[config.mk]
export PLATFORM = sky130hd
export DESIGN_NAME = rhandler_master_responder
export DESIGN_NICKNAME = d
export VERILOG_FILES = /design/src/rtl/rhandler_master_responder.sv
export SDC_FILE = /design/constraint.sdc
export NUM_CORES = 1
export LEC_CHECK = 0
export CORE_ASPECT_RATIO = 1.4
export CORE_MARGIN = 8
export CORE_UTILIZATION = 35
export DETAILED_ROUTE_END_ITERATION = 12
export DONT_BUFFER_PORTS = 1
export RECOVER_POWER = 25
export SYNTH_ARGS = -nofsm -noshare
export SYNTH_HDL_FRONTEND = slang
export SYNTH_SLANG_ARGS = --single-unit
export TNS_END_PERCENT = 5
[constraint.sdc]
create_clock -name clk -period 2.06 [get_ports clk]
set_clock_uncertainty 0.15 [all_clocks]
set_input_delay 0.206 -clock clk [delete_from_list [all_inputs] [get_ports clk]]
set_output_delay 0.206 -clock clk [all_outputs]
set_load 0.1 [all_outputs]
[src/rtl/rhandler_master_responder.sv]
// rhandler_master_responder: splits one 64-bit master read into two 32-bit slave reads (low then high) and returns the merged R beat.
module rhandler_master_responder #(
  parameter int ADDR_W         = 20,
  parameter bit SKIP_HI_ON_ERR = 1'b0
) (
  input  logic              clk,
  input  logic              rst_n,
  input  logic [ADDR_W-1:0] m_araddr,
  input  logic              m_arvalid,
  output logic              m_arready,
  output logic [63:0]       m_rdata,
  output logic [1:0]        m_rresp,
  output logic              m_rvalid,
  input  logic              m_rready,
  output logic              start,
  output logic [ADDR_W-1:0] s_araddr,
  input  logic              done,
  input  logic [31:0]       s_rdata,
  input  logic [1:0]        s_rresp
);
  typedef enum logic [1:0] {WAIT_AR, RD_LO, RD_HI, SEND_R} state_t;
  state_t state, state_n;
  logic [ADDR_W-1:0] base;
  logic [31:0] lo;
  logic [1:0] resp_lo;
  logic skip;
  assign skip = SKIP_HI_ON_ERR && s_rresp != 2'b00;
  // Gated by rst_n so the channel reads as not-ready while held in reset.
  assign m_arready = rst_n && state == WAIT_AR;
  always_comb begin
    state_n = state;
    case (state)
      WAIT_AR: state_n = m_arvalid ? RD_LO : WAIT_AR;
      RD_LO:   state_n = done ? (skip ? SEND_R : RD_HI) : RD_LO;
      RD_HI:   state_n = done ? SEND_R : RD_HI;
      SEND_R:  state_n = m_rready ? WAIT_AR : SEND_R;
      default: state_n = WAIT_AR;
    endcase
  end
  always_ff @(posedge clk or negedge rst_n)
    if (!rst_n) state <= WAIT_AR;
    else state <= state_n;
  always_ff @(posedge clk or negedge rst_n) begin
    if (!rst_n) begin
      base     <= '0;
      lo       <= '0;
      resp_lo  <= '0;
      start    <= 1'b0;
      s_araddr <= '0;
      m_rvalid <= 1'b0;
      m_rdata  <= '0;
      m_rresp  <= '0;
    end else begin
      start <= 1'b0;
      case (state)
        WAIT_AR: if (m_arvalid) begin
          base     <= m_araddr & ~ADDR_W'(7);
          s_araddr <= m_araddr & ~ADDR_W'(7);
          start    <= 1'b1;
        end
        RD_LO: if (done) begin
          lo      <= s_rdata;
          resp_lo <= s_rresp;
          if (skip) begin
            m_rvalid <= 1'b1;
            m_rdata  <= {32'h0, s_rdata};
            m_rresp  <= s_rresp;
          end else begin
            start    <= 1'b1;
            s_araddr <= base + ADDR_W'(4);
          end
        end
        RD_HI: if (done) begin
          m_rvalid <= 1'b1;
          m_rdata  <= {s_rdata, lo};
          m_rresp  <= s_rresp > resp_lo ? s_rresp : resp_lo;
        end
        SEND_R: if (m_rready) m_rvalid <= 1'b0;
        default: ;
      endcase
    end
  end
endmodule
==> results.sh, run 1 <==
export IMPL_synth_cell_types=25
export IMPL_hold_ws_ps=-665
export IMPL_ios=148
export IMPL_nFillCells=1365
export IMPL_layout_min_cycle_time_ps=1890
export IMPL_holdBufCountCts=55
export IMPL_hp_class="primary input to asynchronous set/reset pin"
export IMPL_drc=0
export IMPL_rsz0062_at_grt="false"
export IMPL_criticalPathCategory="register to primary output"
export IMPL_path_cells="buf_4 -> nor3b_4 -> buf_4"
export IMPL_die_w_um=123
export IMPL_htreeDepth=4
export IMPL_wire_per_inst_um=17.0
export IMPL_hold_viol=139
export IMPL_violations="hold timing"
export IMPL_cp_data_arrival_time_ps=1540
export IMPL_drv_cap=0
export IMPL_path_delay_family="buffers and inverters"
export IMPL_tns_ps=0
export IMPL_multi_input_area_um2=1960
export IMPL_slew_viol_final=0
export IMPL_vias=3316
export IMPL_cts_path_max_buffers=2
export IMPL_fmax_mhz=528
export IMPL_cp_end_kind="primary output"
export IMPL_cpMostUsedCell="buf_4"
export IMPL_numPortBuffers=0
export IMPL_core_um2=15900
export IMPL_vias_per_cell=4.69
export IMPL_start_util_pct=35.3
export IMPL_ys_ff_latch=139
export IMPL_place_area_um2=6490
export IMPL_synth_seq_area_share_pct=62.0
export IMPL_status="finished with violations"
export IMPL_areaGrowthSynthToFinish_pct=36.2
export IMPL_first_iter_violations=69
export IMPL_nNetsFinal=558
export IMPL_instances_no_fill=707
export IMPL_cp_required_ps=1700
export IMPL_dp_hpwl_um=8300
export IMPL_syn_inst=345
export IMPL_worst_path_buf_inv=2
export IMPL_clk_latency_ps=400
export IMPL_grtUsageTotal_pct=12.3
export IMPL_wirelength_um=12000
export IMPL_synth_warnings=0
export IMPL_drive_gt1_share_pct=55.1
export IMPL_place_inst=621
export IMPL_final_cell_area_um2=7640
export IMPL_grt_pass1_vias=3804
export IMPL_avgSynthCellArea_um2=16.3
export IMPL_detail_route_first_pass_iterations=4
export IMPL_cts_sinks=139
export IMPL_cts_tree="yes"
export IMPL_setup_viol=0
export IMPL_row_count=55
export IMPL_dieArea_um2=20400
export IMPL_critical_path_startpoint_type="register"
export IMPL_fin_crit_sh_pct=91.9
export IMPL_layout_area_seq_um2=3480
export IMPL_ctsResizeCount=0
export IMPL_cts_root_buf="clkbuf_16"
export IMPL_globalplace_congestion=0.680
export IMPL_slowest_delay_ps=430
export IMPL_critPathSlowestCell="dfrtp_1"
export IMPL_synthesis_area_um2=5610
export IMPL_die_h_um=166
export IMPL_cts_clk_slew_worst_paths_ps=60
export IMPL_diodes=0
export IMPL_grt_antenna_before_repair=1
export IMPL_ant_nets=0
export IMPL_cts_setup_buffers=0
export IMPL_cts_buffers=17
export IMPL_crit_fanout=8
export IMPL_grt_pass1_wl_um=19500
export IMPL_overflow=0
export IMPL_grt_max_degree=141
## cells in the mapped netlist
library cell    n  area share (%)
a21oi_1         1           0.089
buf_2           7            0.62
mux2_2        136              27
o21ai_0         7            0.62
a2bb2oi_1       1            0.16
nor3b_1         2            0.27
conb_1          1           0.067
nand2_1         8            0.54
nand2b_1        2            0.22
dfrtp_1       139              62
mux2_1          2            0.40
nand3b_4        2            0.71
inv_1           5            0.33
ha_1            3            0.67
a21boi_0        1            0.13
mux2_4          9             2.4
buf_6           6             1.2
nand2b_4        1            0.25
nand2_2         1            0.11
o21bai_1        1            0.13
buf_12          1            0.36
buf_4           6            0.80
a21oi_4         1            0.29
a31o_2          1            0.16
o211ai_1        1            0.13
## state kept, by name, indices dropped and copies added, names as in the netlist
name and flops:
start 1, m_rresp 2, state 2, lo 32, s_araddr 18, m_rvalid 1, m_rdata 64, resp_lo 2
base 17
## per-stage QoR
step	setup slack [ps]	util [%]
2_1_floorplan	325	-
3_3_place_gp	418	40.9
3_5_place_dp	376	40.9
4_1_cts	139	48.1
5_1_grt	114	48.1
6_report	168	48.1
## layout make-up
class	instances	area share, %
Clock inverter	13	2.06
Sequential cell	139	45.5
Tap cell	199	3.26
Clock buffer	18	5.75
Multi-Input combinational cell	182	25.7
Timing Repair Buffer	151	17.5
Inverter	5	0.246
## cells in the final DEF, fill, tap and decap left out, types with 2 or more instances in the layout
cell and instances:
dlygate4sd3_1 55, inv_1 5, nand2b_1 2, bufinv_16 2, ha_1 3, inv_8 2
mux2_2 136, buf_12 5, nand2_1 8, inv_6 4, clkbuf_16 17, buf_4 91
mux2_1 2, dfrtp_1 139, clkinvlp_4 3, clkinv_4 2, o21ai_0 7, conb_1 2
mux2_4 9, nand3b_4 2
## cell families (layout without fill, tap and decap cells)
kind of cell / count (synthesis) / after routing / share of synthesized area, %
buffers and inverters: 25 / 187 / 3.32
adder cells (fa/ha/maj): 3 / 3 / 0.669
AO/OA/AOI/OAI: 14 / 14 / 1.72
AND/OR/NAND/NOR: 16 / 16 / 2.10
flip-flops: 139 / 139 / 62.0
multiplexers: 147 / 147 / 30.1
other: 1 / 2 / 0.0669
## layer usage
| metal | global-route usage, % | vias up | wire length, um |
|---|---|---|---|
| li1 | - | 1513 | - |
| met1 | 12.8 | 1691 | 4550 |
| met2 | 20.8 | 98 | 6260 |
| met3 | 5.68 | 12 | 1080 |
| met4 | 4.57 | 2 | 139 |
| met5 | 0 | - | 13 |
## path summary, 6_finish.rpt
kind / startpoint / to / slack [ps] / cells after the start
min reg2reg: resp_lo[1]$_DFFE_PN0P_ / resp_lo[1]$_DFFE_PN0P_ / 330 / 2
max reg2reg: state[0]$_DFF_PN0_ / state[0]$_DFF_PN0_ / 310 / 5
max: state[1]$_DFF_PN0_ / m_arready / 170 / 3
min: rst_n / lo[9]$_DFFE_PN0P_ / -660 / 0
min in group clk: done / m_rdata[62]$_DFFE_PN0P_ / 40 / 2
max in group asynchronous: rst_n / s_araddr[5]$_DFFE_PN0P_ / 2280 / 0
Power of run 1 is left out: the tool's default activity adds up to more than one toggle a clock period on the data nets, which glitch-free logic cannot reach.
==> run 2, diff against run 1 <==
- CORE_MARGIN: 8 -> 10
==> run 2 against run 1 <==
Against the previous run:
- the run still ends with hold timing left
- first-iteration DRC count up 25%
- highest routed layer is now met4
- design area down 0.20%
- hold slack better by 6.0 ps
- count of clock-buffer cells in the layout up 1
- register-to-register slack worse by 80 ps
- global-route usage down 0.53 points
==> results.sh, run 2 (same netlist as run 1, synthesis figures left out) <==
export IMPL_vias=3331
export IMPL_final_cell_area_um2=7630
export IMPL_hold_ws_ps=-659
export IMPL_rr_startpoint="state[0]$_DFF_PN0_"
export IMPL_wire_per_inst_um=17.3
export IMPL_drive_gt1_share_pct=55.1
export IMPL_rsz0062_at_grt="false"
export IMPL_status="finished with violations"
export IMPL_cts_sinks=139
export IMPL_holdBufCountCts=55
export IMPL_setup_viol=0
export IMPL_r2r_cells=5
export IMPL_top_regs="m_rdata (64), lo (32), s_araddr (18)"
export IMPL_fin_crit_sh_pct=93.4
export IMPL_cp_required_ps=1700
export IMPL_row_count=54
export IMPL_path_delay_family="buffers and inverters"
export IMPL_critical_path_startpoint_type="register"
export IMPL_diodes=0
export IMPL_worst_path_buf_inv=2
export IMPL_final_common_cell="dfrtp_1"
export IMPL_layout_min_cycle_time_ps=1920
export IMPL_rr_endpoint="state[0]$_DFF_PN0_"
export IMPL_ios=148
export IMPL_cts_buffers=17
export IMPL_fmax_mhz=520
export IMPL_first_iter_violations=86
export IMPL_dieArea_um2=21600
export IMPL_largest_reg_flops=64
export IMPL_hp_class="primary input to asynchronous set/reset pin"
export IMPL_regMostFlops="m_rdata"
export IMPL_violations="hold timing"
export IMPL_numPortBuffers=0
export IMPL_detail_route_first_pass_iterations=6
export IMPL_dp_hpwl_um=8390
export IMPL_cts_clk_slew_worst_paths_ps=60
export IMPL_vias_per_cell=4.70
export IMPL_drc=0
export IMPL_hold_viol=139
export IMPL_rrSetupSlack_ps=230
export IMPL_grt_pass1_vias=3924
export IMPL_cts_setup_buffers=0
export IMPL_slowest_delay_ps=450
export IMPL_final_cell_mix="dfrtp_1 (139), mux2_2 (136), buf_4 (95)"
export IMPL_cp_data_arrival_time_ps=1570
export IMPL_grt_antenna_before_repair=0
export IMPL_cp_end_kind="primary output"
export IMPL_crit_fanout=8
export IMPL_criticalPathCategory="register to primary output"
export IMPL_clk_latency_ps=410
export IMPL_die_w_um=127
export IMPL_cts_path_max_buffers=2
export IMPL_start_util_pct=35.8
export IMPL_globalplace_congestion=0.693
export IMPL_cts_tree="yes"
export IMPL_slew_viol_final=0
export IMPL_wirelength_um=12300
export IMPL_nNetsFinal=561
export IMPL_htreeDepth=4
export IMPL_grt_max_degree=141
export IMPL_grt_pass1_wl_um=20300
export IMPL_place_area_um2=6500
export IMPL_critPathSlowestCell="dfrtp_1"
export IMPL_overflow=0
export IMPL_cpMostUsedCell="buf_4"
export IMPL_die_h_um=170
export IMPL_cp_startpoint="state[1]$_DFF_PN0_"
export IMPL_core_um2=15700
export IMPL_cts_root_buf="clkbuf_16"
export IMPL_ctsResizeCount=0
export IMPL_path_cells="buf_4 -> nor3b_4 -> buf_4"
export IMPL_areaGrowthSynthToFinish_pct=36.0
export IMPL_tns_ps=0
export IMPL_ant_nets=0
export IMPL_drv_cap=0
export IMPL_grtUsageTotal_pct=11.7
[run 2: final cells by class]
cell class | instances | area, um2
fillers | 1383 | 8050
flip-flops and latches | 139 | 3480
well taps | 196 | 245
inverters | 5 | 18.8
clock buffers | 19 | 433
clock inverters | 13 | 143
repair buffers | 154 | 1340
multi-input cells | 182 | 1960
[run 2: worst register-to-register path, stage by stage, from the launching register on]
cell and delay [ps]:
dfrtp_1 500, buf_4 210, nand2_1 70, o211ai_1 80
o21ai_0 120, dlygate4sd3_1 580
[run 2: per-layer routing]
| layer | vias to the layer above | track usage (%) | wire [um] |
|---|---|---|---|
| met5 | - | 0 | 0 |
| li1 | 1520 | - | - |
| met1 | 1701 | 11.9 | 4710 |
| met2 | 102 | 20.2 | 6320 |
| met4 | 0 | 4.62 | 134 |
| met3 | 8 | 5.78 | 1120 |
[run 2: through the flow]
stage	util [%]	hold slack, ps	setup WS (ps)	instances
2_1_floorplan	-	-240	325	346
5_1_grt	48.7	-693	75.3	708
6_report	48.7	-659	136	708
3_3_place_gp	41.5	-235	306	621
3_5_place_dp	41.5	-234	276	621
4_1_cts	48.7	-682	117	708
[run 2: worst max path at each step]
stage	end	slack (ps)	depth (start not counted)
5_1_grt	m_arready	80	3
3_5_place_dp	base[10]$_DFFE_PN0P_	280	4
3_3_place_gp	base[14]$_DFFE_PN0P_	310	4
4_1_cts	m_arready	120	3
6_report	m_arready	140	3
2_1_floorplan	m_arready	320	2
Power of run 2 is left out for the same reason.
